[src/rtl/fetch_data_mem_arbiter_pkg.sv]
// Shared types for the fetch/data memory arbiter:
// arbiter state encoding and the registered memory request bundle.
package oops_structs;

  localparam int ARB_AW = 32;
  localparam int ARB_DW = 32;
  localparam int ARB_MW = ARB_DW / 8;

  typedef enum logic [1:0] {
    IDLE,
    I_BUSY,
    D_BUSY,
    I_DRAIN
  } arb_state_t;

  typedef struct packed {
    logic              read;
    logic              write;
    logic [ARB_AW-1:0] addr;
    logic [ARB_DW-1:0] wdata;
    logic [ARB_MW-1:0] wmask;
  } mem_req_t;

endpackage

[src/rtl/fetch_data_mem_arbiter.sv]
// Shares one memory port between instruction fetch (read-only) and the
// load/store unit (read/write), with starvation-bounded data priority.
// Ports:
//   clk, rst (async, active high), flush_i
//   i_*  : fetch request in, i_resp_o/i_rdata_o out
//   d_*  : data request in, d_resp_o/d_rdata_o out
//   mem_*: registered request to the cache, mem_resp_i/mem_rdata_i back
module fetch_data_mem_arbiter
  import oops_structs::*;
#(
  parameter int ADDR_WIDTH   = ARB_AW,
  parameter int DATA_WIDTH   = ARB_DW,
  parameter int STARVE_LIMIT = 4
) (
  input  logic                    clk,
  input  logic                    rst,
  input  logic                    flush_i,
  input  logic                    i_read_i,
  input  logic [ADDR_WIDTH-1:0]   i_address_i,
  output logic                    i_resp_o,
  output logic [DATA_WIDTH-1:0]   i_rdata_o,
  input  logic                    d_read_i,
  input  logic                    d_write_i,
  input  logic [ADDR_WIDTH-1:0]   d_address_i,
  input  logic [DATA_WIDTH-1:0]   d_wdata_i,
  input  logic [DATA_WIDTH/8-1:0] d_wmask_i,
  output logic                    d_resp_o,
  output logic [DATA_WIDTH-1:0]   d_rdata_o,
  output logic                    mem_read_o,
  output logic                    mem_write_o,
  output logic [ADDR_WIDTH-1:0]   mem_address_o,
  output logic [DATA_WIDTH-1:0]   mem_wdata_o,
  output logic [DATA_WIDTH/8-1:0] mem_wmask_o,
  input  logic                    mem_resp_i,
  input  logic [DATA_WIDTH-1:0]   mem_rdata_i
);

  localparam int SW = $clog2(STARVE_LIMIT + 1);
  localparam logic [SW-1:0] LIM = SW'(STARVE_LIMIT);

  // The request register is a package struct of fixed width.
  if (ADDR_WIDTH != ARB_AW || DATA_WIDTH != ARB_DW
      || STARVE_LIMIT < 1) begin : g_bad_cfg
    $error("arbiter: unsupported parameters");
  end

  arb_state_t    state_q, state_d;
  mem_req_t      req_q, req_d;
  logic [SW-1:0] starve_q, starve_d;

  logic d_req;
  logic i_elig;
  logic d_win;

  always_comb begin
    state_d  = state_q;
    req_d    = req_q;
    starve_d = starve_q;
    d_req    = d_read_i | d_write_i;
    i_elig   = i_read_i & ~flush_i;
    // Data wins unless fetch is eligible and has lost too often.
    d_win    = d_req & ~(i_elig & (starve_q == LIM));
    unique case (state_q)
      IDLE: begin
        if (d_win) begin
          state_d     = D_BUSY;
          // read+write together is treated as a write
          req_d.read  = d_read_i & ~d_write_i;
          req_d.write = d_write_i;
          req_d.addr  = d_address_i;
          req_d.wdata = d_wdata_i;
          req_d.wmask = d_wmask_i;
          if (i_elig && starve_q != LIM) begin
            starve_d = starve_q + 1'b1;
          end
        end else if (i_elig) begin
          state_d     = I_BUSY;
          req_d.read  = 1'b1;
          req_d.write = 1'b0;
          req_d.addr  = i_address_i;
          req_d.wdata = '0;
          req_d.wmask = '0;
          starve_d    = '0;
        end
        if (!i_read_i) begin
          starve_d = '0;
        end
      end
      I_BUSY: begin
        if (mem_resp_i) begin
          state_d     = IDLE;
          req_d.read  = 1'b0;
          req_d.write = 1'b0;
        end else if (flush_i) begin
          state_d = I_DRAIN;
        end
      end
      D_BUSY, I_DRAIN: begin
        if (mem_resp_i) begin
          state_d     = IDLE;
          req_d.read  = 1'b0;
          req_d.write = 1'b0;
        end
      end
      default: state_d = IDLE;
    endcase
  end

  always_ff @(posedge clk or posedge rst) begin
    if (rst) begin
      state_q  <= IDLE;
      req_q    <= '0;
      starve_q <= '0;
    end else begin
      state_q  <= state_d;
      req_q    <= req_d;
      starve_q <= starve_d;
    end
  end

  assign mem_read_o    = req_q.read;
  assign mem_write_o   = req_q.write;
  assign mem_address_o = req_q.addr;
  assign mem_wdata_o   = req_q.wdata;
  assign mem_wmask_o   = req_q.wmask;

  // A fetch flushed in its response cycle is dropped.
  assign i_resp_o  = (state_q == I_BUSY) & mem_resp_i & ~flush_i;
  assign d_resp_o  = (state_q == D_BUSY) & mem_resp_i;
  assign i_rdata_o = mem_rdata_i;
  assign d_rdata_o = mem_rdata_i;

  a_no_rd_wr: assert property (@(posedge clk) disable iff (rst)
    !(d_read_i && d_write_i));

  a_d_held: assert property (@(posedge clk) disable iff (rst)
    (state_q == D_BUSY) |-> (d_read_i || d_write_i));

  a_i_held: assert property (@(posedge clk) disable iff (rst)
    (state_q == I_BUSY && !flush_i) |-> i_read_i);

endmodule

[config.mk]
export PLATFORM = sky130hd
export DESIGN_NAME = fetch_data_mem_arbiter
export DESIGN_NICKNAME = d
export VERILOG_FILES = /design/src/rtl/fetch_data_mem_arbiter_pkg.sv /design/src/rtl/fetch_data_mem_arbiter.sv
export SDC_FILE = /design/constraint.sdc
export NUM_CORES = 1
export LEC_CHECK = 0
export ABC_AREA = 1
export CELL_PAD_IN_SITES_DETAIL_PLACEMENT = 1
export CELL_PAD_IN_SITES_GLOBAL_PLACEMENT = 2
export CORE_MARGIN = 1.5
export CORE_UTILIZATION = 18
export DETAILED_ROUTE_END_ITERATION = 8
export GPL_TIMING_DRIVEN = 0
export PLACE_DENSITY = 0.79
export SLEW_MARGIN = 20
export SYNTH_ARGS = -nofsm -noshare
export SYNTH_HDL_FRONTEND = slang
export SYNTH_SLANG_ARGS = --single-unit
[constraint.sdc]
create_clock -name clk -period 2.4 [get_ports clk]
set_input_delay 0.24 -clock clk [delete_from_list [all_inputs] [get_ports clk]]
set_output_delay 0.24 -clock clk [all_outputs]
set_load 0.005 [all_outputs]
==> impl_metrics.ini, run 1 <==
[power]
power_density_nw_per_um2 = 989
p_sw_frac = 0.343
p_seq_frac = 0.313
ir_drop_mv = 0.312
p_clk_frac = 0.213
p_int_mw = 4.69
power_leakage_nw = 3.50
pwr-share-comb = 0.474
p_sw_mw = 2.44

[global_route]
grt_pass1_vias = 4372
grt_pass1_wl_um = 24000
grt_max_degree = 50
antenna_found_initial = 0
grt_usage = 0.131
globalRouteOverflowTotal = 0

[cells_and_area]
layout_common_cells = clkdlybuf4s50_1 (242), nand2_1 (224), dfrtp_1 (75)
register_area_um2 = 1880
final_core_util = 0.327
drive_gt1_frac = 0.136
antenna_cells = 0
layout_commonest_cell = clkdlybuf4s50_1
syn2layout_area_growth_pct = 76.9
final_nets = 920
multi_input_area_um2 = 1410
num-fill-cells = 2609

[synthesis]
synth_cell_types = 22
synth.avg_cell_area_um2 = 7.76
yosysWarnings = 0
yosysSeqAreaShare = 0.461
synth_cells = 525
syn_area_um2 = 4070
ys_seq_elements = 75
syn_nets = 666

[clock_network]
cts_sinks = 75
clkTransAtPathRegs_ns = 0.06
insertion_delay_ns = 0.34
cts_buffer_depth = 2
cts_tree = done
ctsResizeCount = 0
cts_hold_buf = 0
htreeDepth = 3
cts_buffers = 9
cts_root_buf = clkbuf_16
cts_setup_buffers = 0

[critical_path]
endpoint_kind = flip-flop
r2r-end = mem_address_o[1]
crit-reg2reg-launch = starve_q[0]
critPathRequiredTime_ns = 2.63
ff2ff_path_depth = 9
critical_path_class = reg -> reg
rrSetupSlack_ns = 0.54
crit_path_max_fanout = 10
cp-start-kind = flip-flop
arrival_ns = 2.09

[timing]
slew_headroom = 0.644
period_needed_ns = 1.86
min_period_over_period = 0.776
skew_ns = 0.00338
setup_violations = 0
fin_setup_tns_ns = 0
fmax_ghz = 0.537
finalWorstSetupSlack_ns = 0.538
hold_slack_ns = 0.246
hold_violations = 0
rsz0062_at_grt = no
worst_pin_slew_ns = 0.533
drv_slew = 0

[floorplanning]
chipHeight_um = 153
die_area_um2 = 23500
start_util = 0.185
coreArea_um2 = 22000
ios = 275
die_x_um = 153
core.rowCount = 54

[route]
first_pass_iters = 4
wl_per_cell_um = 14.2
met3WireLength_um = 740
wl_met2_um = 7690
first_iter_violations = 131
wl_um = 15100
route.detailed.drc = 0
vias_per_cell = 3.91
ant_nets = 0
routed.top_layer = met4
vias = 4161
wl_met1_um = 6450

[placement]
finalWeightedCongestion = 0.720
port_buffers = 242
dpl.hpwl_um = 11700
pre_cts_ws_ns = 0.307

[run_status]
outcome = finished clean

[min_path]
worstHoldPathType = in -> async

[run]
drv_cap = 0
==> Yosys cell counts <==
| cell type | number | area (um2) |
|---|---|---|
| clkbuf_1 | 3 | 11.3 |
| xnor2_1 | 1 | 8.76 |
| dfrtp_1 | 75 | 1880 |
| nand4_1 | 1 | 6.26 |
| nor2_1 | 7 | 26.3 |
| ha_1 | 2 | 25.0 |
| nor2_4 | 2 | 22.5 |
| buf_1 | 2 | 7.51 |
| buf_4 | 64 | 480 |
| o22ai_1 | 1 | 6.26 |
| inv_2 | 3 | 11.3 |
| inv_1 | 45 | 169 |
| nor3_1 | 1 | 5.00 |
| nor2_2 | 1 | 6.26 |
| o211ai_1 | 1 | 7.51 |
| nand2_2 | 3 | 18.8 |
| buf_6 | 3 | 33.8 |
| o21ai_0 | 3 | 15.0 |
| nand3_1 | 37 | 185 |
| buf_2 | 14 | 70.1 |
| nand2_1 | 224 | 841 |
| nand3b_1 | 32 | 240 |
==> critical path, cell delays in order, from the launching register on <==
cell and delay (ns):
dfrtp_1 0.40, inv_1 0.06, ha_1 0.19, nand2_1 0.09, inv_1 0.05, nand2_2 0.18, buf_1 0.44, nand3b_1 0.14
nand3_1 0.13, nand2_1 0.06
==> how the worst max path moves through the flow <==
| stage | end | start | slack (ns) |
|---|---|---|---|
| after floorplan | mem_address_o[0] | rst | 0.25 |
| after global placement | mem_address_o[10] | rst | -1.42 |
| after detailed placement | mem_address_o[1] | i_read_i | 0.31 |
| after CTS | mem_address_o[1] | starve_q[0] | 0.48 |
| after global routing | mem_address_o[1] | starve_q[0] | 0.31 |
| final | mem_address_o[1] | starve_q[0] | 0.54 |
==> power by group through the flow <==
stage	logic, mW	registers, mW	clock network, mW
final	3.38	2.23	1.52
after global routing	3.78	2.32	1.62
after CTS	3.50	2.24	1.59
after detailed placement	3.49	2.25	0
after global placement	3.43	2.23	0
after floorplan	1.39	2.27	0
==> per-stage QoR <==
step | total power, mW | area (um2) | std cells
finish | 7.13 | 7210 | 1064
global route | 7.72 | 7210 | 1064
CTS | 7.33 | 7210 | 1064
detailed placement | 5.75 | 6880 | 1048
global placement | 5.66 | 6850 | 1047
floorplan | 3.66 | 4070 | 525
==> logic make-up (layout without fill, tap and decap cells) <==
kind of cell,after synthesis,after routing,synth area share
simple gates,308,308,0.332
fa+ha+maj,2,2,0.00614
compound gates,5,5,0.00706
xor+xnor,1,1,0.00215
buf+inv,134,393,0.192
flops,75,75,0.461
==> layout make-up <==
cell class | instances | share of cell area
timing repair buffer | 243 | 0.340
sequential | 75 | 0.260
multi-input combinational | 316 | 0.196
buffer | 86 | 0.0837
tap | 280 | 0.0486
clock buffer | 12 | 0.0356
inverter | 48 | 0.0254
clock inverter | 4 | 0.0101
==> flip-flops by register name, summed over array words and instances (netlist names) <==
| name | flops |
|---|---|
| mem_address_o | 32 |
| mem_wdata_o | 32 |
| starve_q | 3 |
| mem_wmask_o | 4 |
| mem_write_o | 1 |
| mem_read_o | 1 |
| state_q | 2 |
==> metal layers <==
layer,GRT usage,up-vias
met3,0.0267,13
met1,0.157,1975
met2,0.233,135
met4,0.0439,0
met5,0,-
li1,-,2038
No activity file was read; power rests on OpenSTA's default activity.
==> inputs of run 2 (changes only) <==
==> constraint.sdc (replaced) <==
create_clock -name clk -period 1.95 [get_ports clk]
set_input_delay 0.195 -clock clk [delete_from_list [all_inputs] [get_ports clk]]
set_output_delay 0.195 -clock clk [all_outputs]
set_load 0.005 [all_outputs]
==> run 2 against run 1 <==
Compared with the run above:
- sequential power grew 23%
- register-to-register slack lost 0.33 ns
- cell count grew 0.19%
- die area is the same
- non-clock buffer count grew 2
- first-iteration DRC count shrank 6.1%
- highest routed layer unchanged
==> impl_metrics.ini, run 2 (same netlist as run 1, synthesis figures left out) <==
[route]
first_iter_violations = 123
vias = 4138
wl_per_cell_um = 14.2
ant_nets = 0
route.detailed.drc = 0
first_pass_iters = 4
wl_um = 15200
vias_per_cell = 3.88

[floorplanning]
die_x_um = 153
die_area_um2 = 23500
start_util = 0.185
chipHeight_um = 153
core.rowCount = 54
coreArea_um2 = 22000
ios = 275

[critical_path]
critical_path_class = reg -> out
critPathMaxStageDelay_ns = 0.54
endpoint_kind = primary output
arrival_ns = 1.59
critPathSlowestCell = clkdlybuf4s50_1
critPathRequiredTime_ns = 1.75
critPathTopFamily = buffers and inverters
cp-start-kind = flip-flop
crit_chain = inv_1 -> nor3_1 -> clkdlybuf4s50_1
crit_path_max_fanout = 4
crit_buf_inv = 2

[cells_and_area]
layout_common_cells = clkdlybuf4s50_1 (242), nand2_1 (224), dfrtp_1 (75)
layout_commonest_cell = clkdlybuf4s50_1
final_nets = 922
design_area_um2 = 7240
final_core_util = 0.329
fin_cells = 1066
syn2layout_area_growth_pct = 77.6
antenna_cells = 0
drive_gt1_frac = 0.142

[timing]
hold_violations = 0
skew_ns = 0.00525
finalWorstSetupSlack_ns = 0.170
fmax_ghz = 0.562
slew_headroom = 0.658
setup_violations = 0
fin_setup_tns_ns = 0
hold_slack_ns = 0.180
rsz0062_at_grt = no
min_period_over_period = 0.913
worst_pin_slew_ns = 0.513
drv_slew = 0
period_needed_ns = 1.78

[power]
p_clk_frac = 0.196
power_density_nw_per_um2 = 1200
p_int_mw = 5.63
pwr-share-comb = 0.487
p_sw_frac = 0.351
power.total_mw = 8.67
ir_drop_mv = 0.391
p_sw_mw = 3.04
p_seq_frac = 0.317
power_leakage_nw = 3.51

[clock_network]
insertion_delay_ns = 0.34
htreeDepth = 3
cts_buffers = 9
cts_setup_buffers = 0
clkTransAtPathRegs_ns = 0.06
cts_sinks = 75
cts_root_buf = clkbuf_16
ctsResizeCount = 0
cts_buffer_depth = 2
cts_tree = done
cts_hold_buf = 0

[global_route]
globalRouteOverflowTotal = 0
grt_pass1_vias = 4307
antenna_found_initial = 0
grt_pass1_wl_um = 24200
grt_max_degree = 27
grt_usage = 0.132

[placement]
pre_cts_ws_ns = -0.0788
dpl.hpwl_um = 11900
placedCellCount = 1050
port_buffers = 242
finalWeightedCongestion = 0.721
placed_cell_area_um2 = 6920

[run]
drv_cap = 0

[run_status]
outcome = finished clean

[min_path]
worstHoldPathType = in -> async
run 2: power groups by stage:
stage                     Sequential, mW  Combinational, mW  Clock, mW
after global routing                2.86               4.73       1.83
after global placement              2.74               4.23          0
after detailed placement            2.77               4.30          0
after floorplan                     2.80               1.71          0
after CTS                           2.76               4.32       1.79
final                               2.75               4.22       1.70
run 2: final timing paths:
path                                 startpoint           endpoint  slack [ns]  cells past startpoint
worst max-delay path                 state_q[1]           d_resp_o        0.17                      3
worst min register to register  mem_wdata_o[15]    mem_wdata_o[15]        0.48                      2
worst max register to register      starve_q[0]  mem_address_o[17]        0.21                     10
max in group asynchronous                   rst    mem_wdata_o[21]        1.11                      4
min in group clk                   d_wdata_i[4]     mem_wdata_o[4]        0.38                      3
worst min-delay path                        rst  mem_address_o[23]        0.18                      2
run 2: area by class of cell:
class / count / area (um2)
inverter: 48 / 189
tap: 280 / 350
multi-input combinational: 316 / 1420
clock inverter: 5 / 52.6
timing repair buffer: 245 / 2490
fill: 2610 / 14800
sequential: 75 / 1880
buffer: 86 / 616
clock buffer: 11 / 243
run 2: worst reg2reg max path, stage by stage, from the launching register on:
cell and delay [ns]:
dfrtp_1 0.41, inv_1 0.07, ha_1 0.15, nand2_1 0.07, inv_1 0.07, nand2_2 0.15, nand2_2 0.22, buf_2 0.27
nand2_1 0.09, nand3_1 0.08, nand2_1 0.06
run 2: layer usage:
layer,vias up,share of wire,global-route usage
met3,12,0.047,0.0272
met2,127,0.50,0.229
li1,2044,-,-
met4,0,0.016,0.0444
met1,1955,0.43,0.164
met5,-,0,0
==> inputs of run 3 (changes only) <==
--- a/config.mk
+++ b/config.mk
@@ -12,7 +12,9 @@
 export CORE_UTILIZATION = 18
 export DETAILED_ROUTE_END_ITERATION = 8
 export GPL_TIMING_DRIVEN = 0
+export MAX_ROUTING_LAYER = met4
 export PLACE_DENSITY = 0.79
+export SETUP_SLACK_MARGIN = 0.15
 export SLEW_MARGIN = 20
 export SYNTH_ARGS = -nofsm -noshare
 export SYNTH_HDL_FRONTEND = slang
==> run 3 against run 2 <==
Compared with the run above:
- sequential share of layout area down 0.17 points
- setup slack better by 0.12 ns
- via count hardly changed
- sequential cell count unchanged
- fmax increased by 7.2%
- first-iteration DRC count rose by 0.81%
- die area is the same
- largest cell class unchanged
- register-to-register slack better by 0.09 ns
- critical path depth grew 7
==> impl_metrics.ini, run 3 (same netlist as run 1, synthesis figures left out) <==
[timing]
setup_violations = 0
worst_pin_slew_ns = 0.516
hold_violations = 0
fmax_ghz = 0.602
min_period_over_period = 0.852
skew_ns = 0.00557
period_needed_ns = 1.66
hold_slack_ns = 0.181
slew_headroom = 0.656
rsz0062_at_grt = no
drv_slew = 0
finalWorstSetupSlack_ns = 0.289

[placement]
dpl.hpwl_um = 11900
port_buffers = 242
pre_cts_ws_ns = -0.0788
finalWeightedCongestion = 0.730

[route]
vias = 4142
vias_per_cell = 3.87
first_pass_iters = 5
wl_per_cell_um = 14.2
ant_nets = 0
first_iter_violations = 124
wl_um = 15200
route.detailed.drc = 0

[min_path]
worstHoldPathType = in -> async

[run]
drv_cap = 0

[clock_network]
clkTransAtPathRegs_ns = 0.06
cts_buffer_depth = 2
cts_buffers = 9
cts_sinks = 75
cts_tree = done
htreeDepth = 3
cts_root_buf = clkbuf_16
insertion_delay_ns = 0.34

[floorplanning]
ios = 275
start_util = 0.185
die_area_um2 = 23500
chipHeight_um = 153
coreArea_um2 = 22000
core.rowCount = 54
die_x_um = 153

[global_route]
grt_util_met3 = 0.0267
top_usage_layer = met2
antenna_found_initial = 0
globalRouteOverflowTotal = 0
grt_usage = 0.137
grtUsageMet2 = 0.230
grt_pass1_vias = 4336
grt_max_degree = 27
met1_usage = 0.164
grt_pass1_wl_um = 24200

[critical_path]
crit_path_max_fanout = 10
critical_path_class = in -> reg
cp-start-kind = input pin
endpoint_kind = flip-flop
crit-reg2reg-launch = state_q[1]
arrival_ns = 1.89
ff2ff_path_depth = 9
rrSetupSlack_ns = 0.30
r2r-end = mem_address_o[13]
critPathRequiredTime_ns = 2.18

[power]
power_density_nw_per_um2 = 1200
power_leakage_nw = 3.57
ir_drop_mv = 0.390

[cells_and_area]
drive_gt1_frac = 0.150
final_nets = 925
syn2layout_area_growth_pct = 78.9
layout_common_cells = clkdlybuf4s50_1 (240), nand2_1 (224), dfrtp_1 (74)
antenna_cells = 0
num-fill-cells = 2608
layout_commonest_cell = clkdlybuf4s50_1

[run_status]
outcome = finished clean
run 3: cell count changes in the layout (fill, tap and decap cells not counted), moves of 2 or more:
cell,before,now
buf_4,64,71
clkbuf_2,2,0
clkdlybuf4s50_1,242,240
dlymetal6s2s_1,0,2
nand2_2,3,1
nand2_4,0,2
run 3: how the worst max path moves through the flow:
| stage | end | cells after the start | startpoint | slack (ns) |
|---|---|---|---|---|
| floorplan | mem_address_o[0] | 9 | starve_q[0] | 0.52 |
| global placement | mem_wdata_o[25] | 2 | rst | -0.21 |
| detailed placement | mem_wdata_o[2] | 8 | flush_i | -0.08 |
| CTS | mem_wdata_o[5] | 10 | starve_q[0] | 0.15 |
| global route | mem_address_o[26] | 9 | state_q[1] | 0.15 |
| finish | mem_address_o[13] | 10 | d_write_i | 0.29 |
run 3: what timing repair did:
item                                    4_1_cts  5_1_grt
endpoints found under the setup margin       51       62
pin swaps                                     0        1
gates resized for setup                       7       13
hold buffers                                  0        0
setup buffers                                 1        2
run 3: per-layer routing:
metal	routed length (um)	vias up
li1	-	2051
met1	6630	1950
met2	7630	129
met3	693	12
met4	240	0
met5	0	-
run 3: stage by stage:
step                total power, mW  TNS (ns)  cells  cell area (um2)   util
floorplan                      4.50         0    525             4080      -
global placement               6.97    -17.04   1047             6850  0.311
detailed placement             7.07     -2.05   1050             6920  0.314
CTS                            8.91         0   1067             7230  0.328
global route                   9.49         0   1069             7290  0.331
finish                         8.73         0   1069             7290  0.331
run 3: cell type report:
class | count | area, um2 | share of cell area
timing repair buffer | 248 | 2520 | 0.345
inverter | 48 | 189 | 0.0259
multi-input combinational | 316 | 1430 | 0.197
tap | 280 | 350 | 0.0481
clock inverter | 5 | 52.6 | 0.00721
buffer | 86 | 623 | 0.0855
clock buffer | 11 | 243 | 0.0333
sequential | 75 | 1880 | 0.258
run 3: report_power, final:
part / internal (mW) / switching, mW
Sequential: 2.32 / 0.424
Combinational: 2.33 / 1.95
Clock: 1.02 / 0.683
run 3: worst max-delay path, cell delays in order:
cell and delay [ns]:
clkdlybuf4s50_1 0.52, inv_1 0.07, nand2_2 0.21, nor2_1 0.12, nor2_4 0.25, inv_2 0.10
buf_6 0.16, buf_6 0.15, nand2_1 0.06, nand2_1 0.06
